## src/rtl/sid_bus_writer.sv

```systemverilog
// sid_bus_writer: FIFO-buffered SID register writer with phi2 division, CS timing and chip reset.
// Build option SID_SHADOW_EN adds a 32x8 shadow of written registers (SHADOW_ADDR/SHADOW_DATA).
//
// state  | meaning
// RST    | SID_NOTRES held low for RES_CYCLES phi2 periods
// IDLE   | waiting for ph 0 with a queued write
// SETUP  | addr/data on pins, CS still high
// STROBE | CS low across the phi2 falling edge
// HOLD   | CS released, addr/data held until ph CLK_DIV/4
module sid_bus_writer #(
  parameter int CLK_DIV    = 8,
  parameter int FIFO_DEPTH = 8,
  parameter int RES_CYCLES = 16
) (
  input  logic                            C6_CLK_8MHZ,
  input  logic                            RESET,
  input  logic                            WR_VALID,
  input  logic [4:0]                      WR_ADDR,
  input  logic [7:0]                      WR_DATA,
  output logic                            WR_READY,
  output logic [$clog2(FIFO_DEPTH+1)-1:0] FIFO_LEVEL,
  output logic                            BUSY,
  output logic                            SID_CLK,
  output logic                            SID_NOTRES,
  output logic                            SID_NOTCS,
  output logic [4:0]                      SID_ADDR,
  output logic [7:0]                      SID_DATA
`ifdef SID_SHADOW_EN
  ,
  input  logic [4:0]                      SHADOW_ADDR,
  output logic [7:0]                      SHADOW_DATA
`endif
);

  localparam int PH_W  = $clog2(CLK_DIV);
  localparam int LVL_W = $clog2(FIFO_DEPTH + 1);
  localparam int PTR_W = $clog2(FIFO_DEPTH);
  localparam int RC_W  = $clog2(RES_CYCLES + 1);

  localparam logic [PH_W-1:0]  PH_ONE   = PH_W'(1);
  localparam logic [PH_W-1:0]  PH_QTR   = PH_W'(CLK_DIV / 4);
  localparam logic [PH_W-1:0]  PH_HALF  = PH_W'(CLK_DIV / 2);
  localparam logic [LVL_W-1:0] LVL_FULL = LVL_W'(FIFO_DEPTH);
  localparam logic [RC_W-1:0]  RC_LOAD  = RC_W'(RES_CYCLES - 1);

  typedef enum logic [2:0] {RST, IDLE, SETUP, STROBE, HOLD} state_t;

  state_t            state_q, state_d;
  logic [PH_W-1:0]   ph_q, ph_d;
  logic              sid_clk_q, sid_clk_d;
  logic              notres_q, notres_d;
  logic              notcs_q, notcs_d;
  logic [4:0]        addr_q, addr_d;
  logic [7:0]        data_q, data_d;
  logic [RC_W-1:0]   res_cnt_q, res_cnt_d;
  logic [LVL_W-1:0]  level_q, level_d;
  logic [PTR_W-1:0]  wr_ptr_q, wr_ptr_d;
  logic [PTR_W-1:0]  rd_ptr_q, rd_ptr_d;
  logic              wr_ready_q, wr_ready_d;
  logic              busy_q, busy_d;
  logic              push, pop;
  logic [12:0]       fifo_mem [FIFO_DEPTH];

  always_comb begin
    state_d   = state_q;
    ph_d      = ph_q + PH_ONE;
    sid_clk_d = (ph_d >= PH_HALF);
    notres_d  = notres_q;
    notcs_d   = notcs_q;
    addr_d    = addr_q;
    data_d    = data_q;
    res_cnt_d = res_cnt_q;
    pop       = 1'b0;

    // Every phase compare looks at the phase the flops are about to enter.
    case (state_q)
      RST: begin
        if (ph_d == '0) begin
          if (res_cnt_q == '0) begin
            notres_d = 1'b1;
            state_d  = IDLE;
          end else begin
            res_cnt_d = res_cnt_q - RC_W'(1);
          end
        end
      end
      IDLE: begin
        if (ph_d == '0 && level_q != '0) begin
          pop              = 1'b1;
          {addr_d, data_d} = fifo_mem[rd_ptr_q];
          state_d          = SETUP;
        end
      end
      SETUP: begin
        if (ph_d == PH_QTR) begin
          notcs_d = 1'b0;
          state_d = STROBE;
        end
      end
      STROBE: begin
        if (ph_d == PH_ONE) begin
          notcs_d = 1'b1;
          state_d = HOLD;
        end
      end
      HOLD: begin
        if (ph_d == PH_QTR) state_d = IDLE;
      end
      default: state_d = RST;
    endcase

    push     = WR_VALID && wr_ready_q;
    wr_ptr_d = push ? wr_ptr_q + PTR_W'(1) : wr_ptr_q;
    rd_ptr_d = pop  ? rd_ptr_q + PTR_W'(1) : rd_ptr_q;
    case ({push, pop})
      2'b10:   level_d = level_q + LVL_W'(1);
      2'b01:   level_d = level_q - LVL_W'(1);
      default: level_d = level_q;
    endcase

    wr_ready_d = (level_d != LVL_FULL) && (state_d != RST);
    busy_d     = (state_d != IDLE) || (level_d != '0);
  end

  always_ff @(posedge C6_CLK_8MHZ) begin
    if (push) fifo_mem[wr_ptr_q] <= {WR_ADDR, WR_DATA};
  end

  always_ff @(posedge C6_CLK_8MHZ) begin
    if (RESET) begin
      state_q    <= RST;
      ph_q       <= '0;
      sid_clk_q  <= 1'b0;
      notres_q   <= 1'b0;
      notcs_q    <= 1'b1;
      addr_q     <= '0;
      data_q     <= '0;
      res_cnt_q  <= RC_LOAD;
      level_q    <= '0;
      wr_ptr_q   <= '0;
      rd_ptr_q   <= '0;
      wr_ready_q <= 1'b0;
      busy_q     <= 1'b1;
    end else begin
      state_q    <= state_d;
      ph_q       <= ph_d;
      sid_clk_q  <= sid_clk_d;
      notres_q   <= notres_d;
      notcs_q    <= notcs_d;
      addr_q     <= addr_d;
      data_q     <= data_d;
      res_cnt_q  <= res_cnt_d;
      level_q    <= level_d;
      wr_ptr_q   <= wr_ptr_d;
      rd_ptr_q   <= rd_ptr_d;
      wr_ready_q <= wr_ready_d;
      busy_q     <= busy_d;
    end
  end

  assign WR_READY   = wr_ready_q;
  assign FIFO_LEVEL = level_q;
  assign BUSY       = busy_q;
  assign SID_CLK    = sid_clk_q;
  assign SID_NOTRES = notres_q;
  assign SID_NOTCS  = notcs_q;
  assign SID_ADDR   = addr_q;
  assign SID_DATA   = data_q;

`ifdef SID_SHADOW_EN
  logic [7:0] shadow_q [32];
  logic [7:0] shadow_d [32];
  logic [7:0] shadow_data_q, shadow_data_d;

  // The shadow follows the chip: it only changes when CS is released on a completed strobe.
  always_comb begin
    shadow_d = shadow_q;
    if (state_q == STROBE && state_d == HOLD) shadow_d[addr_q] = data_q;
    shadow_data_d = shadow_q[SHADOW_ADDR];
  end

  always_ff @(posedge C6_CLK_8MHZ) begin
    if (RESET) begin
      for (int i = 0; i < 32; i++) shadow_q[i] <= '0;
      shadow_data_q <= '0;
    end else begin
      shadow_q      <= shadow_d;
      shadow_data_q <= shadow_data_d;
    end
  end

  assign SHADOW_DATA = shadow_data_q;
`endif

endmodule

```

## config.mk

```make
export PLATFORM = sky130hd
export DESIGN_NAME = sid_bus_writer
export DESIGN_NICKNAME = d
export VERILOG_FILES = /design/src/rtl/sid_bus_writer.sv
export SDC_FILE = /design/constraint.sdc
export NUM_CORES = 1
export LEC_CHECK = 0
export CORE_ASPECT_RATIO = 1.25
export CORE_UTILIZATION = 30
export CTS_CLUSTER_DIAMETER = 80
export DETAILED_ROUTE_END_ITERATION = 6
export SYNTH_ARGS = -nofsm -noshare
export SYNTH_HDL_FRONTEND = slang
export SYNTH_SLANG_ARGS = --single-unit
```

## constraint.sdc

```tcl
create_clock -name C6_CLK_8MHZ -period 3.8 [get_ports C6_CLK_8MHZ]
set_input_delay 0.76 -clock C6_CLK_8MHZ [delete_from_list [all_inputs] [get_ports C6_CLK_8MHZ]]
set_output_delay 0.76 -clock C6_CLK_8MHZ [all_outputs]
set_load 0.01 [all_outputs]
```

==> summary.md, run 1 <==
| Metric | Value |
|---|---|
| Status | `finished with violations` |
| Violated checks | `design-rule violations` |
| Power Internal | `2.61 mW` |
| Share of cells above drive strength 1 | `0.206` |
| Crit share post-route | `0.709` |
| Max-slew headroom | `0.317` |
| Syn. warnings | `0` |
| Worst Skew | `0.0115 ns` |
| Clk network pwr share | `0.482` |
| RSZ-0062 raised after global routing | `false` |
| Final core utilization | `0.380` |
| VDD IR-drop max | `0.000248 V` |
| First-pass GRT wire length | `17200 um` |
| Inserted Clock Buffers | `17` |
| Share of the synthesized area in the top cell type | `0.549` |
| Placed Instance Area | `6380 um2` |
| CP Data Arrival Time | `2.96 ns` |
| Clock Path Buffers | `2` |
| Core ar. | `18300 um2` |
| Total Routing Usage GR | `0.118` |
| Antenna Cells | `0` |
| Die Span X | `125 um` |
| Row count | `55` |
| Slew @ Worst Pin | `1.02 ns` |
| Grt ovf | `0` |
| Power per cell area | `480 nW/um2` |
| Final setup fails | `0` |
| CTS-repair resized insts | `0` |
| Ranking of synthesized cells by area | `edfxtp_1, dfxtp_1, mux4_2, nor2_1, mux2i_1` |
| Seq pwr share | `0.500` |
| Area Overhead vs Synth | `22.3%` |
| Post-route setup slack | `1.11 ns` |
| I/O Buffers | `37` |
| Tmin final | `2.69 ns` |
| Worst-Skew Late Latency | `0.41 ns` |
| Highest achievable clock rate | `0.371 GHz` |
| Largest net degree at the start of global routing | `31` |
| Design Area, Final | `6960 um2` |
| Crit path required time | `4.07 ns` |
| Routed WL per cell | `16.6 um` |
| GPL Wtd Cong | `0.742` |
| Clk sinks | `142` |
| CTS tree | `yes` |
| Hold-fix buffers, CTS | `0` |
| Ports | `38` |
| Hold_ws | `0.484 ns` |
| Post-synthesis cell type count | `43` |
| Type of origin of the critical path | `primary input` |
| Post-CTS setup buffers | `0` |
| Setup_tns | `0 ns` |
| Initial Util | `0.311` |
| Critical path class | `primary input to register` |
| Max-cap violations | `0` |
| Leak | `2.22 nW` |
| Pins over their slew limit | `0` |
| Dominant cell type by area after synthesis | `edfxtp_1` |
| Root Buffer | `clkbuf_16` |
| P_sw | `0.724 mW` |
| Hpwl dp | `6790 um` |
| Yosys reg bits | `142` |
| Post-Route WL | `10700 um` |
| Comb pwr share | `0.018` |
| Switching share of power | `0.217` |
| Worst hold path class | `register to register` |
| Max Fanout on Critical Path | `8` |
| Most frequent cells in the layout | `edfxtp_1, nor2_1, dfxtp_1, clkdlybuf4s50_1, mux4_2` |
| DRT iter0 DRCs | `164` |
| Chip Height | `156 um` |
| Number of global-route vias before repair | `3118` |
| Mapped Avg Cell Area | `16.0 um2` |
| Mapped cell area | `5690 um2` |
| Place WS | `0.660 ns` |
| Vias | `3118` |
| Synth Instances | `355` |
| Drt via density | `4.83` |
| Commonest non-fill, non-tap cell in the layout | `edfxtp_1` |
| Seq/Total Area, Yosys | `0.683` |
| Final hold vios | `0` |
| # DRC | `2` |
| Die area | `19500 um2` |
| Nets | `431` |
| H-tree levels | `4` |
| Syn Nets | `381` |
| Clk pin slew, worst setup/hold paths | `0.07 ns` |
| Nature of the critical path endpoint | `register` |
| Pre-Repair DR Iteration Count | `7` |
| Initial antenna violation count | `1` |
| ANT nets after route | `0` |
[cells in the mapped netlist, drive strengths merged]
library cell    n
edfxtp        104
or2b            1
a211o           1
nor2b           2
a211oi         14
clkbuf         10
or4b            1
xor2            6
nand3           7
nand3b          2
or4             1
nand2           9
nand2b          6
mux4           26
xnor2           7
buf             8
mux2i          15
a311oi          1
or3b            1
a22oi           2
or3             2
inv             6
o21ai           8
and2b           1
nand4           2
a31oi           3
ha             10
dfxtp          38
a21oi           3
nor4            4
nor3            6
and3b           1
o211ai          1
nor2           45
nand4b          1
[flip-flops by register name (all words and copies together), names as in the netlist]
signal      cells
res_cnt_q       5
fifo_mem      104
SID_DATA        8
state_q         3
wr_ptr_q        3
SID_NOTCS       1
rd_ptr_q        3
SID_ADDR        5
FIFO_LEVEL      4
BUSY            1
SID_NOTRES      1
ph_q            3
WR_READY        1
[worst max-delay path, stage by stage]
cell and delay, ns:
clkdlybuf4s50_1 0.47, nand2_2 0.24, nand4b_4 0.15, nor2_1 0.14
xor2_1 0.16, ha_1 0.16, a21oi_1 0.05, or3_1 0.31
and3b_1 0.19, xnor2_1 0.21, a311oi_1 0.12
[cell families (layout without fill, tap and decap cells)]
| kind of cell | count (synthesis) | in the layout | share of synthesized area |
|---|---|---|---|
| buffers and inverters | 24 | 87 | 0.0189 |
| adder cells (fa/ha/maj) | 10 | 10 | 0.0220 |
| multiplexers | 41 | 41 | 0.129 |
| AO/OA/AOI/OAI | 33 | 33 | 0.0411 |
| XOR/XNOR | 13 | 13 | 0.0233 |
| flip-flops | 142 | 142 | 0.683 |
| AND/OR/NAND/NOR | 92 | 92 | 0.0823 |
[area by class of cell]
| class | instances | area, um2 |
|---|---|---|
| Fill cell | 1666 | 11300 |
| Sequential cell | 142 | 3880 |
| Multi-Input combinational cell | 189 | 1720 |
| Timing Repair Buffer | 49 | 460 |
| Clock buffer | 17 | 425 |
| Tap cell | 228 | 285 |
| Clock inverter | 15 | 153 |
| Inverter | 6 | 22.5 |
[power groups by stage]
stage	Clock, mW	Combinational [mW]	Sequential, mW
5_1_grt	1.70	0.0667	1.67
2_1_floorplan	0	0.0240	1.70
3_5_place_dp	0	0.0608	1.70
3_3_place_gp	0	0.0568	1.70
6_report	1.61	0.0604	1.67
4_1_cts	1.65	0.0608	1.67
[metal layers]
metal	wire length, um	share of wire	vias up	GRT usage
met4	114	0.011	0	0.0401
met2	5580	0.52	54	0.206
met1	4640	0.43	1587	0.136
li1	-	-	1467	-
met5	0	0	-	0
met3	413	0.038	10	0.0381
[path summary, 6_finish.rpt]
kind / start / end / slack (ns) / cells after the start
worst max-delay path: WR_VALID / WR_READY / 1.11 / 11
worst min-delay path: SID_NOTRES / SID_NOTRES / 0.48 / 2
worst max register to register: ph_q[0] / WR_READY / 1.18 / 11
worst min register to register: SID_NOTRES / SID_NOTRES / 0.48 / 2
[through the flow]
step / instances / power, mW
3_3_place_gp: 614 / 1.76
5_1_grt: 646 / 3.44
4_1_cts: 646 / 3.37
2_1_floorplan: 355 / 1.72
6_report: 646 / 3.34
3_5_place_dp: 614 / 1.76
Power figures use the tool's default switching activity.
==> run 2: changes to the inputs <==
==> constraint.sdc (replaced) <==
create_clock -name C6_CLK_8MHZ -period 2.2 [get_ports C6_CLK_8MHZ]
set_input_delay 0.44 -clock C6_CLK_8MHZ [delete_from_list [all_inputs] [get_ports C6_CLK_8MHZ]]
set_output_delay 0.44 -clock C6_CLK_8MHZ [all_outputs]
set_load 0.01 [all_outputs]
==> run 2 against run 1 <==
Compared with the run above: the run ends with design-rule violations, negative setup slack left; design area grew 5.0%; highest routed layer unchanged; register-to-register slack lost 1.3 ns; worst hold slack lost 0.0042 ns; largest cell class unchanged; count of clock-buffer cells in the layout is the same; wire length grew 4.3%; first-iteration DRC count shrank 11%; clock skew shrank 0.0054 ns; via count grew 2.8%.
==> summary.md, run 2 (same netlist as run 1, synthesis figures left out) <==
| Metric | Value |
|---|---|
| Initial antenna violation count | `1 (unchanged)` |
| Violated checks | `design-rule violations, negative setup slack` |
| Clk pin slew, worst setup/hold paths | `0.06 ns (about the same)` |
| Placed Instance Area | `6700 um2 (+5.1%)` |
| Routed WL per cell | `16.7 um (+0.37%)` |
| Clk network pwr share | `0.484 (+0.002)` |
| # DRC | `8 (+6)` |
| Hold_ws | `0.479 ns (-0.00422 ns)` |
| Worst hold path class | `register to register` |
| Worst-Skew Late Latency | `0.41 ns (about the same)` |
| Share of cells above drive strength 1 | `0.265 (+0.0590)` |
| Grt ovf | `0 (unchanged)` |
| CTS tree | `yes` |
| Power Internal | `4.61 mW (+77%)` |
| Post-Route WL | `11200 um (+4.3%)` |
| Max-cap violations | `0 (unchanged)` |
| Die Span X | `125 um (unchanged)` |
| Initial Util | `0.311 (unchanged)` |
| I/O Buffers | `37 (unchanged)` |
| Drt via density | `4.77 (-1.1%)` |
| Root Buffer | `clkbuf_16` |
| Clk sinks | `142 (unchanged)` |
| Commonest non-fill, non-tap cell in the layout | `edfxtp_1` |
| Number of global-route vias before repair | `3381 (+8.4%)` |
| Final hold vios | `0 (unchanged)` |
| Pre-Repair DR Iteration Count | `6 (-1)` |
| Vias | `3204 (+2.8%)` |
| Comb pwr share | `0.020 (+0.002)` |
| Nets | `455 (+5.6%)` |
| Hold-fix buffers, CTS | `0 (unchanged)` |
| Pwr Total | `5.81 mW (+74%)` |
| Final setup fails | `3 (+3)` |
| Status | `finished with violations` |
| Fillers | `1668 (+0.12%)` |
| Post-route setup slack | `-0.149 ns (-1.26 ns)` |
| GPL Wtd Cong | `0.788 (+6.3%)` |
| H-tree levels | `4 (unchanged)` |
| Critical path class | `register to register` |
| Post-CTS setup buffers | `0 (unchanged)` |
| Crit share post-route | `1.07` |
| DRT iter0 DRCs | `146 (-11%)` |
| Max Fanout on Critical Path | `2 (-6)` |
| ANT nets after route | `0 (unchanged)` |
| Power per cell area | `796 nW/um2 (+66%)` |
| Type of origin of the critical path | `register` |
| RSZ-0062 raised after global routing | `true` |
| Die area | `19500 um2 (unchanged)` |
| Total Routing Usage GR | `0.123 (+0.00527)` |
| Setup_tns | `-0.290 ns (-0.290 ns)` |
| Slew @ Worst Pin | `0.406 ns (-0.617 ns)` |
| Most frequent cells in the layout | `edfxtp_1, nor2_1, clkdlybuf4s50_1` |
| Pins over their slew limit | `0 (unchanged)` |
| Switching share of power | `0.206 (-0.0108)` |
| Seq pwr share | `0.496 (-0.004)` |
| Design Area, Final | `7300 um2 (+5.0%)` |
| Highest achievable clock rate | `0.426 GHz` |
| Tmin final | `2.35 ns` |
| Leak | `2.38 nW (+7.2%)` |
| Biggest register | `fifo_mem` |
| Nature of the critical path endpoint | `register` |
| Place WS | `-0.444 ns (-1.10 ns)` |
| Largest net degree at the start of global routing | `31 (unchanged)` |
| Ports | `38 (unchanged)` |
| Row count | `55 (unchanged)` |
| Max-slew headroom | `0.729 (+0.412)` |
| Area Overhead vs Synth | `28.4%` |
| Hpwl dp | `7270 um (+7.1%)` |
| Core ar. | `18300 um2 (unchanged)` |
| First-pass GRT wire length | `18000 um (+4.6%)` |
| P_sw | `1.20 mW (+66%)` |
| Max reg flops | `104 (unchanged)` |
| Clock Path Buffers | `2 (unchanged)` |
| VDD IR-drop max | `0.000570 V (+130%)` |
| CP Data Arrival Time | `2.67 ns (-0.29 ns)` |
| Inserted Clock Buffers | `17 (unchanged)` |
| Chip Height | `156 um (unchanged)` |
| Worst Skew | `0.00610 ns (-0.00543 ns)` |
| Crit path required time | `2.52 ns (-1.55 ns)` |
run 2: cell types whose count changed in the layout (fill, tap and decap cells not counted), sizes merged:
| cell | previous run | this run |
|---|---|---|
| bufinv | 1 | 2 |
| inv | 14 | 12 |
| clkinvlp | 3 | 2 |
| diode | 0 | 1 |
| clkinv | 3 | 5 |
| buf | 12 | 36 |
run 2: layer usage:
metal  vias up  share of wire  routed length (um)  track usage
met1      1640           0.43                4800        0.141
met4         0         0.0095                 106       0.0383
met2        38           0.52                5880        0.220
met5         -              0                   0            0
li1       1517              -                   -            -
met3         9          0.038                 422       0.0391
run 2: per-stage QoR:
step                utilization  instances
floorplan                     -        355
global route              0.399        670
global placement          0.366        638
CTS                       0.399        670
finish                    0.399        671
detailed placement        0.366        638
run 2: worst paths after layout:
check | startpoint | endpoint | slack (ns) | cells after the start
hold reg to reg | SID_NOTRES | SID_NOTRES | 0.48 | 2
setup / recovery | FIFO_LEVEL[2] | WR_READY | -0.15 | 9
setup reg to reg | FIFO_LEVEL[2] | WR_READY | -0.15 | 9
hold / removal | SID_NOTRES | SID_NOTRES | 0.48 | 2
run 2: layout make-up:
| cell class | instances | area (um2) | area share |
|---|---|---|---|
| clock buffers | 17 | 425 | 0.0582 |
| diodes | 1 | 2.50 | 0.000343 |
| multi-input cells | 189 | 1780 | 0.243 |
| flip-flops and latches | 142 | 3890 | 0.533 |
| well taps | 228 | 285 | 0.0391 |
| repair buffers | 73 | 741 | 0.101 |
| clock inverters | 15 | 159 | 0.0218 |
| inverters | 6 | 22.5 | 0.00308 |
run 2: critical path, cell delays in order (launching register included):
cell	delay, ns
dfxtp_4	0.35
nor4_4	0.29
nand3b_1	0.18
nor2_2	0.07
ha_4	0.16
or2b_1	0.23
or4_4	0.44
a31oi_4	0.20
xor2_1	0.09
a311oi_1	0.26
run 2: power by group through the flow:
stage	sequential [mW]	combinational (mW)	clock [mW]
detailed placement	2.94	0.118	0
CTS	2.88	0.120	2.88
finish	2.88	0.118	2.81
global placement	2.94	0.113	0
floorplan	2.94	0.0424	0
global route	2.88	0.130	2.98
run 2: repair_timing:
item,4_1_cts,5_1_grt
gates resized for setup,4,0
pin swaps,1,0
endpoints found under the setup margin,4,4
hold endpoints to repair,0,0
==> run 3: changes to the inputs <==
--- a/config.mk
+++ b/config.mk
@@ -9,6 +9,7 @@
 export CORE_UTILIZATION = 30
 export CTS_CLUSTER_DIAMETER = 80
 export DETAILED_ROUTE_END_ITERATION = 6
+export MAX_ROUTING_LAYER = met4
 export SYNTH_ARGS = -nofsm -noshare
 export SYNTH_HDL_FRONTEND = slang
 export SYNTH_SLANG_ARGS = --single-unit
==> run 3 against run 2 <==
Compared with the run above: clock skew about the same; final cell count unchanged; the run still ends with design-rule violations, negative setup slack left; critical path depth unchanged; global-route usage increased by 0.38 points; non-clock buffer count unchanged; via count increased by 0.19%; design area unchanged; highest routed layer unchanged; critical endpoint unchanged; utilization unchanged; sequential share of layout area unchanged.
==> summary.md, run 3 (same netlist as run 1, synthesis figures left out) <==
| Metric | Value |
|---|---|
| Hold Path Stages | `2 (unchanged)` |
| R2R depth | `9 (unchanged)` |
| Fillers | `1668 (unchanged)` |
| Slew @ Worst Pin | `0.416 ns (+0.00991 ns)` |
| Chip Height | `156 um (unchanged)` |
| Post-Route WL | `11200 um (about the same)` |
| Met2 wire len | `5900 um (+0.39%)` |
| Hpwl dp | `7270 um (unchanged)` |
| Commonest non-fill, non-tap cell in the layout | `edfxtp_1` |
| Total Routing Usage GR | `0.127 (+0.00382)` |
| CP max stage delay | `0.44 ns (about the same)` |
| Die area | `19500 um2 (unchanged)` |
| Vias | `3210 (+0.19%)` |
| Critical path class | `register to register` |
| Hold-fix buffers, CTS | `0 (unchanged)` |
| Power per cell area | `795 nW/um2 (about the same)` |
| Cell depth of the worst setup path | `9 (unchanged)` |
| Leak | `2.38 nW (unchanged)` |
| Root Buffer | `clkbuf_16` |
| Highest achievable clock rate | `0.426 GHz (about the same)` |
| Largest net degree at the start of global routing | `31 (unchanged)` |
| Clk pin slew, worst setup/hold paths | `0.06 ns (about the same)` |
| Place WS | `-0.444 ns (unchanged)` |
| RSZ-0062 raised after global routing | `true` |
| Pins over their slew limit | `0 (unchanged)` |
| Core ar. | `18300 um2 (unchanged)` |
| Critical Path, Cell by Cell | `nor4_4 > nand3b_1 > nor2_2 > ha_4 > or2b_1 > or4_4 > a31oi_4 > xor2_1 > a311oi_1` |
| Hold_ws | `0.479 ns (-0.00000500 ns)` |
| Final hold vios | `0 (unchanged)` |
| DRT iter0 DRCs | `171 (+17%)` |
| VDD IR-drop max | `0.000568 V (-0.35%)` |
| Placed cells | `638 (unchanged)` |
| ANT nets after route | `0 (unchanged)` |
| Nature of the critical path endpoint | `register` |
| Drt via density | `4.78 (+0.19%)` |
| Max-slew headroom | `0.722 (-0.00660)` |
| Worst hold path class | `register to register` |
| Die Span X | `125 um (unchanged)` |
| Routed WL per cell | `16.7 um (about the same)` |
| Row count | `55 (unchanged)` |
| Tmin final | `2.35 ns (-0.00182 ns)` |
| Worst Skew | `0.00580 ns (-0.000291 ns)` |
| CTS tree | `yes` |
| Most frequent cells in the layout | `edfxtp_1, nor2_1, clkdlybuf4s50_1` |
| Buffers and inverters on the worst path | `0 (unchanged)` |
| Inserted Clock Buffers | `17 (unchanged)` |
| Seq pwr share | `0.496 (about the same)` |
| Biggest register | `fifo_mem` |
| Comb pwr share | `0.020 (about the same)` |
| Max-cap violations | `0 (unchanged)` |
| Clock Path Buffers | `2 (unchanged)` |
| Initial antenna violation count | `1 (unchanged)` |
| Area of the multi-input gates | `1780 um2 (unchanged)` |
| Ports | `38 (unchanged)` |
| Met3 wire length | `440 um (+4.3%)` |
| Crit share post-route | `1.07 (about the same)` |
| Area Overhead vs Synth | `28.4% (unchanged)` |
| Final setup fails | `3 (unchanged)` |
| Power Internal | `4.61 mW (about the same)` |
| P_sw | `1.20 mW (-0.24%)` |
| Grt ovf | `0 (unchanged)` |
| Switching share of power | `0.206 (-0.000396)` |
| # DRC | `4 (-4)` |
| WL met1 | `4750 um (-1.0%)` |
| Violated checks | `design-rule violations, negative setup slack` |
| Share of cells above drive strength 1 | `0.265 (unchanged)` |
| Max Fanout on Critical Path | `2 (unchanged)` |
| Type of origin of the critical path | `register` |
| Number of global-route vias before repair | `3381 (unchanged)` |
| Max Used Layer | `met4` |
| Initial Util | `0.311 (unchanged)` |
| GPL Wtd Cong | `0.800 (+1.4%)` |
| Flip-flop and latch area | `3890 um2 (unchanged)` |
| Post-route setup slack | `-0.147 ns (+0.00182 ns)` |
| Max reg flops | `104 (unchanged)` |
| CP Data Arrival Time | `2.66 ns (about the same)` |
| Pwr Total | `5.81 mW (about the same)` |
| Pre-Repair DR Iteration Count | `6 (unchanged)` |
| Clk network pwr share | `0.484 (about the same)` |
| Status | `finished with violations` |
| Slowest cell on crit path | `or4_4` |
| Top delay family on crit path | `simple AND/OR/NAND/NOR gates` |
| Clk sinks | `142 (unchanged)` |
| Crit path required time | `2.52 ns (about the same)` |
| I/O Buffers | `37 (unchanged)` |
| Worst-Skew Late Latency | `0.41 ns (about the same)` |
| Final Non-Filler Cells | `671 (unchanged)` |
| First-pass GRT wire length | `18000 um (-0.16%)` |
| H-tree levels | `4 (unchanged)` |
| Nets | `455 (unchanged)` |
==> run 3: cell counts in the layout (fill, tap and decap cells not counted) <==
No cell type changed its count.
==> run 3: area by class of cell <==
cell class,instances,share of cell area
well taps,228,0.0391
clock inverters,15,0.0218
flip-flops and latches,142,0.533
repair buffers,73,0.101
diodes,1,0.000343
inverters,6,0.00308
multi-input cells,189,0.243
clock buffers,17,0.0582
==> run 3: per-layer routing <==
metal	vias to the layer above	track usage
met3	11	0.0394
met2	46	0.220
met4	0	0.0383
met5	-	-
met1	1638	0.141
li1	1515	-
==> run 3: timing repair <==
item                                    in CTS  in global routing
endpoints found under the setup margin       4                  4
pin swaps                                    1                  0
buffers inserted                             0                  0
gates resized for setup                      4                  0
==> run 3: worst paths after layout <==
path	from	endpoint	slack [ns]
setup / recovery	FIFO_LEVEL[2]	WR_READY	-0.15
hold / removal	SID_NOTRES	SID_NOTRES	0.48
setup reg to reg	FIFO_LEVEL[2]	WR_READY	-0.15
hold reg to reg	SID_NOTRES	SID_NOTRES	0.48
==> run 3: through the flow <==
step           utilization  setup TNS (ns)  cell area [um2]
4_1_cts              0.399          -0.369             7300
3_3_place_gp         0.366           -1.23             6700
5_1_grt              0.399          -0.715             7300
6_report             0.399          -0.287             7300
2_1_floorplan            -          -0.722             5750
3_5_place_dp         0.366           -1.45             6700
==> run 3: power groups by stage <==
stage	Combinational, mW	Sequential, mW	Clock (mW)
2_1_floorplan	0.0424	2.94	0
3_3_place_gp	0.113	2.94	0
3_5_place_dp	0.118	2.94	0
4_1_cts	0.120	2.88	2.88
5_1_grt	0.130	2.88	2.99
6_report	0.118	2.88	2.81
==> run 3: worst reg2reg max path: cells and delay by family, from the launching register on <==
family | cells | cell delay (ns)
simple gates | 5 | 1.21
compound gates | 2 | 0.46
xor+xnor | 1 | 0.09
flops | 1 | 0.35
fa+ha+maj | 1 | 0.16
